`src/rtl/arbitro_serializador.sv`:
```
// Round-robin arbiter feeding a single LSB-first PISO serializer shared by N_REQ
// parallel-word requesters, with GAP idle cycles inserted after every frame.
module arbitro_serializador #(
  parameter int N_REQ = 4,
  parameter int WIDTH = 4,
  parameter int GAP   = 1
) (
  input  logic                       clk,
  input  logic                       reset,
  input  logic [N_REQ-1:0]           req_valid,
  input  logic [N_REQ*WIDTH-1:0]     req_data,
  output logic [N_REQ-1:0]           req_ready,
  output logic                       serial_out,
  output logic                       serial_valid,
  output logic                       frame_start,
  output logic [$clog2(N_REQ)-1:0]   grant_id,
  output logic                       busy
);

  localparam int IDW = $clog2(N_REQ);
  localparam int CW  = $clog2(WIDTH);
  localparam int GW  = (GAP > 1) ? $clog2(GAP) : 1;

  localparam logic [CW-1:0]  CLAST    = CW'(WIDTH - 1);
  localparam logic [GW-1:0]  GLAST    = (GAP > 0) ? GW'(GAP - 1) : '0;
  localparam logic [IDW-1:0] LAST_RST = IDW'(N_REQ - 1);

  typedef enum logic [1:0] {
    S_IDLE,
    S_SHIFT,
    S_GAP
  } state_t;

  state_t               r_state;
  state_t               w_next;
  logic [WIDTH-1:0]     r_shreg;
  logic [CW-1:0]        r_cnt;
  logic [GW-1:0]        r_gcnt;
  logic [IDW-1:0]       r_last;
  logic [IDW-1:0]       r_grant;

  logic                 w_any;
  logic [IDW-1:0]       w_win;
  logic [IDW-1:0]       w_idx;
  logic [WIDTH-1:0]     w_word;

  // First valid requester found scanning last+1, last+2, ... modulo N_REQ.
  always_comb begin
    w_any = 1'b0;
    w_win = '0;
    w_idx = '0;
    for (int unsigned k = 1; k <= N_REQ; k++) begin
      w_idx = IDW'((32'(r_last) + k) % N_REQ);
      if (!w_any && req_valid[w_idx]) begin
        w_any = 1'b1;
        w_win = w_idx;
      end
    end
  end

  always_comb begin
    w_word = '0;
    for (int unsigned i = 0; i < N_REQ; i++) begin
      if (w_win == IDW'(i)) begin
        w_word = req_data[i*WIDTH +: WIDTH];
      end
    end
  end

  always_ff @(posedge clk) begin
    if (reset) begin
      r_state <= S_IDLE;
    end else begin
      r_state <= w_next;
    end
  end

  always_comb begin
    w_next = r_state;
    case (r_state)
      S_IDLE:  if (w_any) w_next = S_SHIFT;
      S_SHIFT: if (r_cnt == CLAST) w_next = (GAP > 0) ? S_GAP : S_IDLE;
      S_GAP:   if (r_gcnt == GLAST) w_next = S_IDLE;
      default: w_next = S_IDLE;
    endcase
  end

  // Counters are cleared on the way into the state that uses them, so neither wraps.
  always_ff @(posedge clk) begin
    if (reset) begin
      r_shreg <= '0;
      r_cnt   <= '0;
      r_gcnt  <= '0;
      r_last  <= LAST_RST;
      r_grant <= '0;
    end else begin
      case (r_state)
        S_IDLE: begin
          if (w_any) begin
            r_shreg <= w_word;
            r_grant <= w_win;
            r_last  <= w_win;
            r_cnt   <= '0;
          end
        end
        S_SHIFT: begin
          r_shreg <= r_shreg >> 1;
          if (r_cnt == CLAST) begin
            r_cnt  <= '0;
            r_gcnt <= '0;
          end else begin
            r_cnt <= r_cnt + 1'b1;
          end
        end
        S_GAP: begin
          r_gcnt <= r_gcnt + 1'b1;
        end
        default: ;
      endcase
    end
  end

  always_comb begin
    req_ready = '0;
    if (!reset && (r_state == S_IDLE) && w_any) begin
      req_ready[w_win] = 1'b1;
    end
    serial_valid = (r_state == S_SHIFT);
    serial_out   = (r_state == S_SHIFT) && r_shreg[0];
    frame_start  = (r_state == S_SHIFT) && (r_cnt == '0);
    busy         = (r_state != S_IDLE);
    grant_id     = r_grant;
  end

endmodule

```
`config.mk`:
```
export PLATFORM = sky130hd
export DESIGN_NAME = arbitro_serializador
export DESIGN_NICKNAME = d
export VERILOG_FILES = /design/src/rtl/arbitro_serializador.sv
export SDC_FILE = /design/constraint.sdc
export NUM_CORES = 1
export LEC_CHECK = 0
export CAP_MARGIN = 10
export CORE_ASPECT_RATIO = 1.4
export CORE_MARGIN = 4
export CORE_UTILIZATION = 42
export CTS_CLUSTER_DIAMETER = 120
export CTS_CLUSTER_SIZE = 12
export DETAILED_ROUTE_END_ITERATION = 12
export GPL_TIMING_DRIVEN = 0
export PLACE_DENSITY = 0.76
export SKIP_LAST_GASP = 1
export SLEW_MARGIN = 5
export SYNTH_ARGS = -nofsm -noshare
export SYNTH_HDL_FRONTEND = slang
export SYNTH_SLANG_ARGS = --single-unit
export TNS_END_PERCENT = 50
```
`constraint.sdc`:
```
create_clock -name clk -period 2.9 [get_ports clk]
set_input_delay 0.87 -clock clk [delete_from_list [all_inputs] [get_ports clk]]
set_output_delay 0.87 -clock clk [all_outputs]
set_load 0.02 [all_outputs]
```
# Word-level counts from Yosys, hierarchy flattened
# Cells that the tools add are included.
# word_totals
regBits	13
inputBits	22
output_inout_bits	10
word_cells	83
# op_classes
add_sub_neg	6
order_cmp	6
eq_ne	9
muxes	34
reduce_logical	22
# ops
op	count
4-bit 2-to-1 mux	6
2-bit 2-to-1 mux	9
2-bit by 3-bit less-than comparator with 1-bit output, second input constant	5
1-bit 2-to-1 mux	10
1-bit binary-select mux with 2-bit select	4
2-bit equality test, second input constant	4
1-bit logical AND	8
4-bit one-hot mux with 2 select lines	1
2-bit by 1-bit adder with 2-bit output, second input constant	3
2-bit zero test	3
2-bit one-hot mux with 3 select lines	1
2-bit AND reduction	3
2-bit nonzero test	3
2-bit adder, second input constant	2
2-bit by 1-bit equality test with 1-bit output, second input constant	2
1-bit zero test	4
2-bit inequality test, second input constant	2
2-bit one-hot mux with 2 select lines	1
3-bit AND reduction	1
1-bit demux with 2-bit select	1
2-bit by 1-bit greater-or-equal comparator with 1-bit output, second input constant	1
2-bit by 1-bit inequality test with 1-bit output, second input constant	1
1-bit one-hot mux with 2 select lines	1
1-bit adder, second input constant	1

# Longest topological paths before layout
# logic_depth
depth_word	20
depth_mapped	7
depth_no_buf	6

# Worst setup path after synthesis
# No wires, ideal clock.
# synth_timing
kind	input to output
start	input port req_valid[0]
end	output port req_ready[2]
arrival_ns	1.917
t_required_ns	2.030
setup_slack_ns	0.113
cell_stages	4
path_buffers	0
path_cell_list	a21o_1 > a31o_1 > or3_4 > nor2_1
# synth_via
elab_chain_cells	17
word_cells_on_any_way	29
cone_classes	order compare: 2; mux: 19; reduce/logical: 8
# synth_lines
element	line_no	source
from (decl)	10	input logic [N_REQ-1:0] req_valid,
1-bit binary-select mux with 2-bit select	54	if (!w_any && req_valid[w_idx]) begin
1-bit 2-to-1 mux (implied by the code)	54	
1-bit 2-to-1 mux	54	
1-bit zero test	54	
1-bit logical AND	54	
1-bit 2-to-1 mux	54	
1-bit zero test	54	
1-bit logical AND	54	
1-bit 2-to-1 mux	54	
1-bit zero test	54	
1-bit logical AND	54	
2-bit 2-to-1 mux	54	
2-bit by 3-bit less-than comparator with 1-bit output (implied by the code) / 2-bit by 1-bit greater-or-equal comparator with 1-bit output (equally long branches)	126	req_ready[w_win] = 1'b1;
1-bit logical AND (implied by the code)	126	
1-bit 2-to-1 mux (implied by the code)	126	
1-bit demux with 2-bit select	126	
4-bit 2-to-1 mux (*)	125	if (!reset && (r_state == S_IDLE) && w_any) begin
to (decl)	12	output logic [N_REQ-1:0] req_ready,
# Every way passes the cells marked *; elsewhere a longest branch is shown, timed or not. The select of a mux whose other input is x is not followed.

# Worst setup path after layout
# layout_timing
start	input port req_valid[2]
end	output port req_ready[3]
# Same word-level chain as after synthesis.

==> results.cfg <==
[worst_setup_path]
max_stage_delay_ns = 0.40
worstSetupPathType = in2out
endpoint_kind = primary output
endpoint = req_ready[3]
crit_path_frequent_cell = nor2_2
reg2reg_slack_ns = 1.10
crit_fanout = 4
crit_path_start_kind = input port
cpMaxStageDelayCell = or3_4
crit_start = req_valid[2]
required_ns = 2.03
arrival_ns = 2.03
timing.rr.start = r_last[1]
reg2reg_depth = 9
worstReg2RegEnd = r_shreg[1]
path_cells = clkdlybuf4s15_2, nor2_2, a31o_4, or3_4, nor2_2, buf_4

[synthesis]
synth_warnings = 0
yosysTopAreaCell = dfxtp_1
synth_nets = 127
syn_inst = 103
synth.top_cell.area_share = 0.316
synthTopCellsByArea = dfxtp_1, mux2i_1, nor2_1
yosysSeqAreaShare = 0.316
synth_top_family_by_area = simple AND/OR/NAND/NOR gates
synthXorXnorAreaFrac = 0
synth_cell_type_count = 34
synthAdderAreaFrac = 0.0303
synthMuxAreaShare = 0.109
synth_area_per_cell_sq_um = 8.01
synth_area_sq_um = 825
synth_compound_area_frac = 0.197
synthSimpleGateAreaFrac = 0.259
synth-seq-cells = 13

[timing]
rsz0062_at_grt = yes
achievable-frequency_ghz = 0.345
hold_viol = 0
fin_crit_sh = 0.999
setup_viol = 0
layout_min_cycle_time_ns = 2.90
max_slew_margin = 0.708
drv_slew = 0
fin_skew_ns = 0.000724
tightest_slew_ns = 0.438

[place]
dp_hpwl_microns = 1570
gp_congestion = 0.764
portBuffers = 30

[pwr]
total_leakage_power_nw = 0.536
p_comb_frac = 0.388
p_total_w = 0.000526
powerDensity_nw_per_um2 = 427
clkPwrFrac = 0.215
p_switching_w = 0.000167
ir_drop_uv = 301
internal_power_w = 0.000358
switching_share = 0.318
seqPwrFrac = 0.398

[cts]
clk_pin_slew_ns = 0.08
clk_latency_ns = 0.27
clkSinkCount = 13
cts-buffers-inserted = 3
cts_root_buf = clkbuf_4
cts_max_path_buffers = 2
cts_tree = yes
htreeDepth = 1
hold_buffers = 0

[floorplan]
fp.dieH_microns = 60.4
die_w_microns = 45.4
io-pin-count = 32
coreArea_sq_um = 1820
dieArea_sq_um = 2750
initial_core_util = 0.452
core.rowCount = 18

[final_layout]
area_delta_synth_final_pct = 49.3
final_util = 0.675
antenna_cells = 0
mostFrequentLayoutCells = clkdlybuf4s50_1, dfxtp_1, mux2i_1, buf_4, nor2_1
drive_gt1_frac = 0.224
fin_nets = 168
final_common_cell = clkdlybuf4s50_1

[outcome]
status = finished, final reports clean

[global_route]
grt_max_degree = 11
grtUsageTotal = 0.163
grt_pass1_wl_microns = 3380
grt-ovfl-total = 0
antenna_found_initial = 0
grt_pass1_vias = 851

[routing]
viasPerCell = 5.53
drtAntennaViolNets = 0
drc = 0
dr.pass1.iters = 4
wirelength_microns = 2100
via_count = 902
post_drt_wl_per_cell_microns = 12.9
first_iter_violations = 12

[flow_run]
cap_violations = 0

[hold_path]
min_path_type = reg2reg
==> power groups by stage <==
stage	Clock, W	Combinational, W	Sequential (W)
4_1_cts	0.000112	0.000205	0.000208
2_1_floorplan	0	0.000108	0.000214
3_5_place_dp	0	0.000181	0.000212
3_3_place_gp	0	0.000178	0.000212
5_1_grt	0.000121	0.000220	0.000211
6_report	0.000113	0.000204	0.000209
==> timing repair <==
| action | 4_1_cts | 5_1_grt |
|---|---|---|
| resized for setup | 40 | 3 |
| endpoints found under the setup margin | 6 | 6 |
| setup buffers | 7 | 0 |
| pin swaps | 6 | 0 |
==> flip-flops by register name, summed over array words and instances (netlist names) <==
name and cells:
r_last 2, grant_id 2, r_cnt 2, r_state 2
r_gcnt 1, r_shreg 4
==> logic make-up after synthesis <==
logic type | after synthesis
DFF | 13
buffers and inverters | 15
and+or+nand+nor | 41
muxes | 9
AOI/OAI and AO/OA | 23
adders and majority gates | 2
==> per-layer routing <==
| metal | up-vias | part of all wire | track usage | wire length (microns) |
|---|---|---|---|---|
| li1 | 443 | - | - | - |
| met1 | 419 | 0.42 | 0.178 | 884 |
| met2 | 36 | 0.51 | 0.305 | 1070 |
| met3 | 4 | 0.056 | 0.0297 | 117 |
| met4 | 0 | 0.014 | 0.0502 | 29 |
| met5 | - | 0 | 0 | 0 |
==> cells in the mapped netlist <==
cell type	count
o221ai_1	3
a21oi_1	6
nand3_1	4
buf_6	2
or2_1	1
ha_1	2
dfxtp_1	13
buf_2	1
a2111oi_0	1
or3_4	1
clkbuf_1	3
nor4_1	2
nor3b_1	1
o22ai_1	1
nor3_1	2
and2_1	2
nor2_1	11
nor2b_1	3
a31o_2	1
o21ai_0	1
a31oi_1	1
clkinv_1	1
o21bai_1	1
inv_1	8
nand4b_1	1
nand3b_1	1
a21o_1	4
nand2_1	7
nand2b_1	5
a211o_1	1
a31o_1	1
o211ai_1	1
a21oi_2	1
mux2i_1	9
==> worst max-delay path, delay by kind of cell <==
kind            cells  cell delay, ns
compound gates      1            0.23
buf+inv             2            0.35
simple gates        3            0.57
==> per-stage QoR <==
step | area [sq um] | hold slack (ns) | setup WS [ns] | std cells | TNS (ns)
6_report | 1230 | 0.498 | 0.00395 | 163 | 0
5_1_grt | 1230 | 0.536 | -0.0256 | 163 | -0.0449
4_1_cts | 1240 | 0.502 | 0.00740 | 164 | 0
3_5_place_dp | 1150 | 0.491 | -0.850 | 153 | -3.23
3_3_place_gp | 1150 | 0.471 | -0.836 | 153 | -3.13
2_1_floorplan | 825 | 0.465 | 0.113 | 103 | 0
==> worst min path at each step <==
stage,from,endpoint,cells after the start
after floorplan,r_cnt[1],r_cnt[1],2
after global placement,grant_id[1],grant_id[1],2
after detailed placement,r_cnt[1],r_cnt[1],2
after CTS,r_cnt[1],r_cnt[1],2
after global routing,r_gcnt,r_gcnt,2
final,r_cnt[1],r_cnt[1],2
==> layout make-up <==
class	instances	area, sq um
plain buffers	5	35.0
flip-flops and latches	13	260
fillers	163	593
clock buffers	4	26.3
well taps	20	25.0
repair buffers	37	324
multi-input cells	75	526
inverters	9	35.0
Power figures use the tool's default switching activity.
